### src/rtl/seq_detector_param.sv
// Serial pattern detector with a run-time programmable pattern of 1..PAT_W bits.
// Supports overlapping or non-overlapping matches and keeps a saturating match counter.
module seq_detector_param #(
  parameter int unsigned PAT_W = 8,
  parameter int unsigned CNT_W = 8,
  parameter int unsigned LEN_W = $clog2(PAT_W + 1)
) (
  input  logic             clk,
  input  logic             rst,
  input  logic             in_valid,
  input  logic             in_bit,
  input  logic             cfg_load,
  input  logic [PAT_W-1:0] cfg_pattern,
  input  logic [LEN_W-1:0] cfg_len,
  input  logic             cfg_overlap,
  input  logic             clr_count,
  output logic             match,
  output logic [CNT_W-1:0] match_count,
  output logic [1:0]       state,
  output logic             cfg_err
);

  typedef enum logic [1:0] {
    StIdle = 2'd0,
    StFill = 2'd1,
    StRun  = 2'd2
  } state_e;

  localparam logic [LEN_W-1:0] MaxLen = LEN_W'(PAT_W);
  localparam logic [CNT_W-1:0] CntMax = '1;

  state_e             r_state,   w_state_d;
  logic [PAT_W-1:0]   r_pattern, w_pattern_d;
  logic [PAT_W-1:0]   r_hist,    w_hist_d;
  logic [LEN_W-1:0]   r_len,     w_len_d;
  logic [LEN_W-1:0]   r_fill,    w_fill_d;
  logic               r_overlap, w_overlap_d;
  logic               r_match,   w_match_d;
  logic [CNT_W-1:0]   r_count,   w_count_d;
  logic               r_cfg_err, w_cfg_err_d;

  logic               w_cfg_valid;
  logic               w_accept;
  logic [PAT_W:0]     w_hist_ext;
  logic [PAT_W-1:0]   w_hist_shift;
  logic [PAT_W:0]     w_len_mask;
  logic [LEN_W-1:0]   w_fill_inc;
  logic               w_full;
  logic               w_hit;

  // State register (with datapath registers); reset has priority over everything.
  always_ff @(posedge clk) begin
    if (rst) begin
      r_state   <= StIdle;
      r_pattern <= '0;
      r_hist    <= '0;
      r_len     <= '0;
      r_fill    <= '0;
      r_overlap <= 1'b0;
      r_match   <= 1'b0;
      r_count   <= '0;
      r_cfg_err <= 1'b0;
    end else begin
      r_state   <= w_state_d;
      r_pattern <= w_pattern_d;
      r_hist    <= w_hist_d;
      r_len     <= w_len_d;
      r_fill    <= w_fill_d;
      r_overlap <= w_overlap_d;
      r_match   <= w_match_d;
      r_count   <= w_count_d;
      r_cfg_err <= w_cfg_err_d;
    end
  end

  assign w_cfg_valid  = (cfg_len != '0) && (cfg_len <= MaxLen);
  // A load in the same cycle discards the incoming bit.
  assign w_accept     = in_valid && (r_state != StIdle) && !cfg_load;
  assign w_hist_ext   = {r_hist, in_bit};
  assign w_hist_shift = w_hist_ext[PAT_W-1:0];

  // Bit PAT_W of the extended history is always masked off (len <= PAT_W).
  always_comb begin
    w_len_mask = '0;
    for (int unsigned i = 0; i <= PAT_W; i++) begin
      w_len_mask[i] = (LEN_W'(i) < r_len);
    end
  end

  assign w_fill_inc = (r_fill == r_len) ? r_fill : r_fill + LEN_W'(1);
  assign w_full     = (w_fill_inc == r_len);
  assign w_hit      = w_accept && w_full &&
                      (((w_hist_ext ^ {1'b0, r_pattern}) & w_len_mask) == '0);

  // Next-state logic.
  always_comb begin
    w_state_d   = r_state;
    w_pattern_d = r_pattern;
    w_hist_d    = r_hist;
    w_len_d     = r_len;
    w_fill_d    = r_fill;
    w_overlap_d = r_overlap;
    w_cfg_err_d = r_cfg_err;
    w_match_d   = w_hit;
    w_count_d   = r_count;

    if (cfg_load) begin
      w_hist_d = '0;
      w_fill_d = '0;
      if (w_cfg_valid) begin
        w_pattern_d = cfg_pattern;
        w_len_d     = cfg_len;
        w_overlap_d = cfg_overlap;
        w_cfg_err_d = 1'b0;
        w_state_d   = StFill;
      end else begin
        w_cfg_err_d = 1'b1;
        w_state_d   = StIdle;
      end
    end else if (w_accept) begin
      if (w_hit && !r_overlap) begin
        w_hist_d  = '0;
        w_fill_d  = '0;
        w_state_d = StFill;
      end else begin
        w_hist_d = w_hist_shift;
        w_fill_d = w_fill_inc;
        if (w_full) begin
          w_state_d = StRun;
        end
      end
    end

    if (clr_count) begin
      w_count_d = w_hit ? CNT_W'(1) : '0;
    end else if (w_hit && (r_count != CntMax)) begin
      w_count_d = r_count + CNT_W'(1);
    end
  end

  // Output logic.
  always_comb begin
    match       = r_match;
    match_count = r_count;
    state       = r_state;
    cfg_err     = r_cfg_err;
  end

endmodule

### config.mk
export PLATFORM = sky130hd
export DESIGN_NAME = seq_detector_param
export DESIGN_NICKNAME = d
export VERILOG_FILES = /design/src/rtl/seq_detector_param.sv
export SDC_FILE = /design/constraint.sdc
export NUM_CORES = 1
export LEC_CHECK = 0
export CAP_MARGIN = 20
export CORE_MARGIN = 3
export CORE_UTILIZATION = 30
export DETAILED_ROUTE_END_ITERATION = 12
export PLACE_DENSITY = 0.59
export SKIP_LAST_GASP = 1
export SLEW_MARGIN = 10
export SYNTH_ARGS = -nofsm -noshare
export SYNTH_HDL_FRONTEND = slang
export SYNTH_SLANG_ARGS = --single-unit
### constraint.sdc
create_clock -name clk -period 7.09 [get_ports clk]
set_input_delay 0.709 -clock clk [delete_from_list [all_inputs] [get_ports clk]]
set_output_delay 0.709 -clock clk [all_outputs]
set_load 0.05 [all_outputs]
* Yosys cells after proc, flatten, opt, wreduce, memory -nomap -nowiden *
Index checks and enable logic that the tools add are counted.

operators by class
  reductions and logical operators = 18
  bitwise logic cells = 2
  add/subtract/negate cells = 2
  mux-type cells = 12
  $lt $le $gt $ge = 10
  equality and inequality tests = 3

operator list
  cell                 count
  $mux 8               3
  $lt 3x4->1 const A   4
  $and 9x9->9          1
  $logic_not 9->1      1
  $xor 9x8->9          1
  $add 8x1->8 const B  1
  $eq 4x4->1           2
  $lt 1x4->1 const A   2
  $lt 2x4->1 const A   2
  $mux 2               4
  $mux 4               2
  $ne 8x8->1 const B   1
  $logic_and 1x1->1    7
  $reduce_bool 2->1    3
  $add 4x1->4 const B  1
  $le 4x4->1 const B   1
  $lt 4x4->1 const A   1
  $reduce_and 2->1     2
  $reduce_bool 4->1    1
  $mux 1               3
  $reduce_bool 3->1    1
  $logic_not 1->1      2
  $reduce_or 2->1      1

storage, ports and cells
  output and inout port bits = 12
  bits of input ports = 19
  bits in registers = 37
  logic and storage cells = 56

* Logic depth before layout (Yosys ltp) *
  depth in word-level cells = 9
  gate-level depth with buffers = 10
  mapped depth without buffers = 7

* Least setup slack after synthesis *
No wires, ideal clock.

  kind = reg2reg
  start = register r_len[2]
  end = register r_hist[6]
  path slack = 4674 ps
  data required time = 6956 ps
  setup time = 134 ps
  arrival = 2282 ps
  stages on the path, launching flop included = 11
  cell sequence = dfxtp_1 -> clkbuf_1 -> xor2_1 -> or4_1 -> clkbuf_2 -> a211o_1 -> or2_1 -> buf_6 -> nor3_4 -> buf_6 -> o22ai_4

on the way
  cells in the longest elaborated chain, start to end = 7

RTL lines
  item                                                RTL line  text
  start, declared                                     35        logic [LEN_W-1:0] r_len, w_len_d;
  start signal, assigned                              67        r_len <= w_len_d;
  branches (longest 4 deep; another with $lt 1x4->1)  n/a
  $logic_and 1x1->1 *                                 92        assign w_hit = w_accept && w_full &&
  $logic_and 1x1->1 *                                 121       if (w_hit && !r_overlap) begin
  $mux 8 *                                            121
  end signal, assigned                                66        r_hist <= w_hist_d;
  end, declared                                       34        logic [PAT_W-1:0] r_hist, w_hist_d;

Every way passes the cells marked *.
A chain may end at the register's enable or synchronous reset.

* Worst setup path in the final report *
  start = input cfg_load
  end = register r_hist[7]

on the way
  cells in the longest elaborated chain, start to end = 6

RTL lines
  item                            RTL line  text
  start, declared                 12        input logic cfg_load,
  $logic_not 1->1                 78        assign w_accept = in_valid && (r_state != StIdle) && !cfg_load;
  $logic_and 1x1->1               78
  $logic_and 1x1->1 (2 in a row)  92
  $logic_and 1x1->1               121
  $mux 8                          121

Several ways; a longest one is shown, not always the timed one.

==> flow_summary_export.csv <==
group,metric,value,unit
detailed_routing,first_pass_iters,4,
synthesis,synth.distinct_cells,53,
layout,fillCellCount,678,
worst_setup_path,crit_path_start_kind,"primary input",
detailed_routing,drtIter0Drc,54,
sta,setup_viol,0,
cts,postCtsHoldBufs,0,
global_routing,overflow,0,
die,start_util,31.19,%
cts,clock_path_buffers,2,
cts,cts_tree,"done",
power_and_ir_drop,power-per-cell-area,178.9,nW/um2
power_and_ir_drop,p_leak,0.0009905,uW
power_and_ir_drop,internal-power,308.8,uW
synthesis,synth_edf_count,0,
sta,rsz0062_at_grt,"false",
detailed_routing,routed_wl,4.369,mm
sta,fmaxAchievable,350.1,MHz
run,maxCapViolCount,0,
worst_setup_path,cp_max_fo,24,
power_and_ir_drop,power.share.sequential,51.0,%
synthesis,ys_ff_latch,37,
worst_setup_path,r2r_slack,4260,ps
worst_setup_path,endpoint_kind,"register",
global_routing,antenna_found_initial,0,
global_routing,grt_max_degree,26,
layout,postLayoutCellArea,2399,um2
sta,period_needed,2856,ps
cts,cts_root_buf,"clkbuf_8",
die,fp.coreArea,6386,um2
sta,hold_viol,0,
cts,cts_made_buffers,5,
place,dpl.hpwl,3.248,mm
layout,fin_nets,275,
place,io_buffers,30,
cts,path_clk_slew,80,ps
synthesis,synth_nets,253,
layout,utilization,37.56,%
synthesis,synth_warnings,0,
synthesis,syn_area,1992,um2
place,place.gp.congestion,0.7740,
sta,worst_pin_slew,912.7,ps
detailed_routing,final_antenna_net_count,0,
layout,n_antenna_cell,0,
detailed_routing,drc,0,
power_and_ir_drop,power_switching_share,28.03,%
global_routing,grt_first_pass_wirelength,7.196,mm
detailed_routing,viasPerCell,5.130,
power_and_ir_drop,combPwrFrac,14.8,%
power_and_ir_drop,p_clk_share,34.1,%
worst_setup_path,criticalPathCategory,"primary input to register",
worst_setup_path,cp.required,7240,ps
detailed_routing,routedWlPerCell,13.16,um
synthesis,async_flop_share,0,%
cts,clock_sinks,37,
layout,layout-drive-gt1-share,7.843,%
synthesis,syn_inst,232,
sta,final_max_slew_viol_count,0,
worst_setup_path,crit_arrival,3010,ps
power_and_ir_drop,netSwitchingPower,120.3,uW
sta,period_share,40.28,%
sta,skew,2.113,ps
sta,max-slew-margin-rel,38.93,%
synthesis,seq_area_frac_synth,37.19,%
layout,area.growth.synth_to_final,20.41,%
die,die_y,87.49,um
worst_hold_path,hold_path.class,"register to register",
worst_setup_path,slowest_stage,"clkdlybuf4s50_1",
die,die_area,7654,um2
status,outcome,"finished clean",
worst_setup_path,cpPeakStageDelay,570,ps
cts,postCtsSetupRepairBufs,0,
power_and_ir_drop,ir_drop,0.08755,mV
cts,cts_resized,0,
worst_setup_path,crit_chain,"clkdlybuf4s50_1 > nor3b_2 > buf_4 > o21ai_0 > a211o_1 > nor3_4 > o22ai_1",
cts,htreeDepth,2,
synthesis,syn_area_per_cell,8.586,um2
cts,clock_latency,290,ps
sta,final.setup.tns,0,ps
synthesis,synth_ff_type,"dfxtp_1",
die,core.rowCount,29,
global_routing,grt_pass1_vias,1505,
layout,final_cells,332,
global_routing,grtUsageTotal,11.87,%
place,postPlaceCellArea,2312,um2
detailed_routing,routed-via-count,1703,
die,die_x,87.49,um
die,num_io_pins,31,
place,placed_cells,324,
==> final cells by class <==
| type | instances | area (um2) | area share, % |
|---|---|---|---|
| sequential | 37 | 740.7 | 30.88 |
| clock inverter | 3 | 17.52 | 0.7303 |
| timing repair buffer | 31 | 307.8 | 12.83 |
| tap | 77 | 96.34 | 4.017 |
| multi-input combinational | 174 | 1149 | 47.89 |
| clock buffer | 5 | 68.82 | 2.869 |
| inverter | 5 | 18.77 | 0.7825 |
==> final timing paths <==
path,startpoint,end,cells past startpoint
worst max-delay path,cfg_load,r_hist[7],7
worst min-delay path,r_hist[7],r_hist[7],2
worst max register to register,r_len[0],r_hist[7],6
worst min register to register,r_hist[7],r_hist[7],2
==> flip-flops by register name, indices dropped and copies added, names as in the netlist <==
name         cells
match_count      8
r_hist           8
r_pattern        8
r_fill           4
r_len            4
state            2
cfg_err          1
match            1
r_overlap        1
==> layout by cell type (no fill, tap or decap), drive strengths merged, types with 2 or more instances in the layout <==
master         Yosys  final
ha                 2      2
dfxtp             37     37
o311ai             2      2
a21o               4      4
a31oi              3      3
nor2              23     23
o41ai              2      2
inv                5      5
o22ai              8      8
o21ai              5      5
o311a              2      2
o31ai              2      2
nand3             14     14
clkinv             0      2
nand2b             5      5
or3                3      3
nand2             23     23
mux2i             14     14
and3               2      2
or2                4      4
nor3              10     10
nand4              3      3
nor3b              2      2
xor2              13     13
clkdlybuf4s50      0     30
xnor2              3      3
a211o              2      2
clkbuf             9      5
nor4               3      3
a21oi              5      5
a211oi             2      2
==> through the flow <==
step | power, uW | hold WS [ps] | setup WS [ps]
after floorplan | 269.1 | 446.1 | 4674
after global placement | 287.5 | 457.7 | 3989
after detailed placement | 287.9 | 475.0 | 3893
after CTS | 434.8 | 486.7 | 4211
after global routing | 450.7 | 507.4 | 4082
final | 429.0 | 488.3 | 4234
==> synthesized netlist by cell type (2+ instances only) <==
| master | number | share of area (%) |
|---|---|---|
| o21ai_0 | 5 | 1.3 |
| clkbuf_1 | 8 | 1.5 |
| xor2_1 | 12 | 5.3 |
| ha_1 | 2 | 1.3 |
| or2_2 | 3 | 0.94 |
| nand3_1 | 14 | 3.5 |
| buf_6 | 3 | 1.7 |
| nor3b_1 | 2 | 0.75 |
| a21o_1 | 4 | 1.5 |
| inv_1 | 5 | 0.94 |
| nor4_1 | 3 | 0.94 |
| or3_1 | 3 | 0.94 |
| o41ai_1 | 2 | 0.88 |
| buf_1 | 2 | 0.38 |
| a21oi_1 | 5 | 1.3 |
| a31oi_1 | 3 | 0.94 |
| a211o_1 | 2 | 0.88 |
| o31ai_1 | 2 | 0.75 |
| nand4_1 | 3 | 0.94 |
| xnor2_1 | 3 | 1.3 |
| dfxtp_1 | 37 | 37 |
| mux2i_1 | 14 | 7.0 |
| nor3_1 | 9 | 2.3 |
| o311a_1 | 2 | 1.0 |
| nand2_1 | 23 | 4.3 |
| and3_1 | 2 | 0.63 |
| nor2_1 | 22 | 4.1 |
| nand2b_1 | 5 | 1.6 |
| o22ai_1 | 7 | 2.2 |
| o311ai_1 | 2 | 0.88 |
==> critical path, delay by kind of cell <==
family,cells,cell delay [ps]
buffers and inverters,2,850
AOI/OAI and AO/OA,3,730
and+or+nand+nor,2,710
==> cell families after synthesis <==
kind of cell / share of synthesized area, %
AO/OA/AOI/OAI: 17.90
XOR/XNOR: 7.412
adder cells (fa/ha/maj): 1.256
buffers and inverters: 5.402
flip-flops: 37.19
multiplexers: 7.035
AND/OR/NAND/NOR: 23.81
==> per-layer routing <==
layer  track usage [%]  wire length (um)
met4             3.766                48
met5                 0                 0
met1             15.64              2119
met3             2.649               206
met2             19.18              1995
==> power groups by stage <==
| stage | logic [uW] | registers, uW | clock network (uW) |
|---|---|---|---|
| detailed placement | 63.9 | 224 | 0 |
| CTS | 64.1 | 219 | 152 |
| global placement | 63.5 | 224 | 0 |
| floorplan | 44.6 | 225 | 0 |
| global route | 70.4 | 220 | 161 |
| finish | 63.6 | 219 | 146 |
No activity file was read; power rests on OpenSTA's default activity.
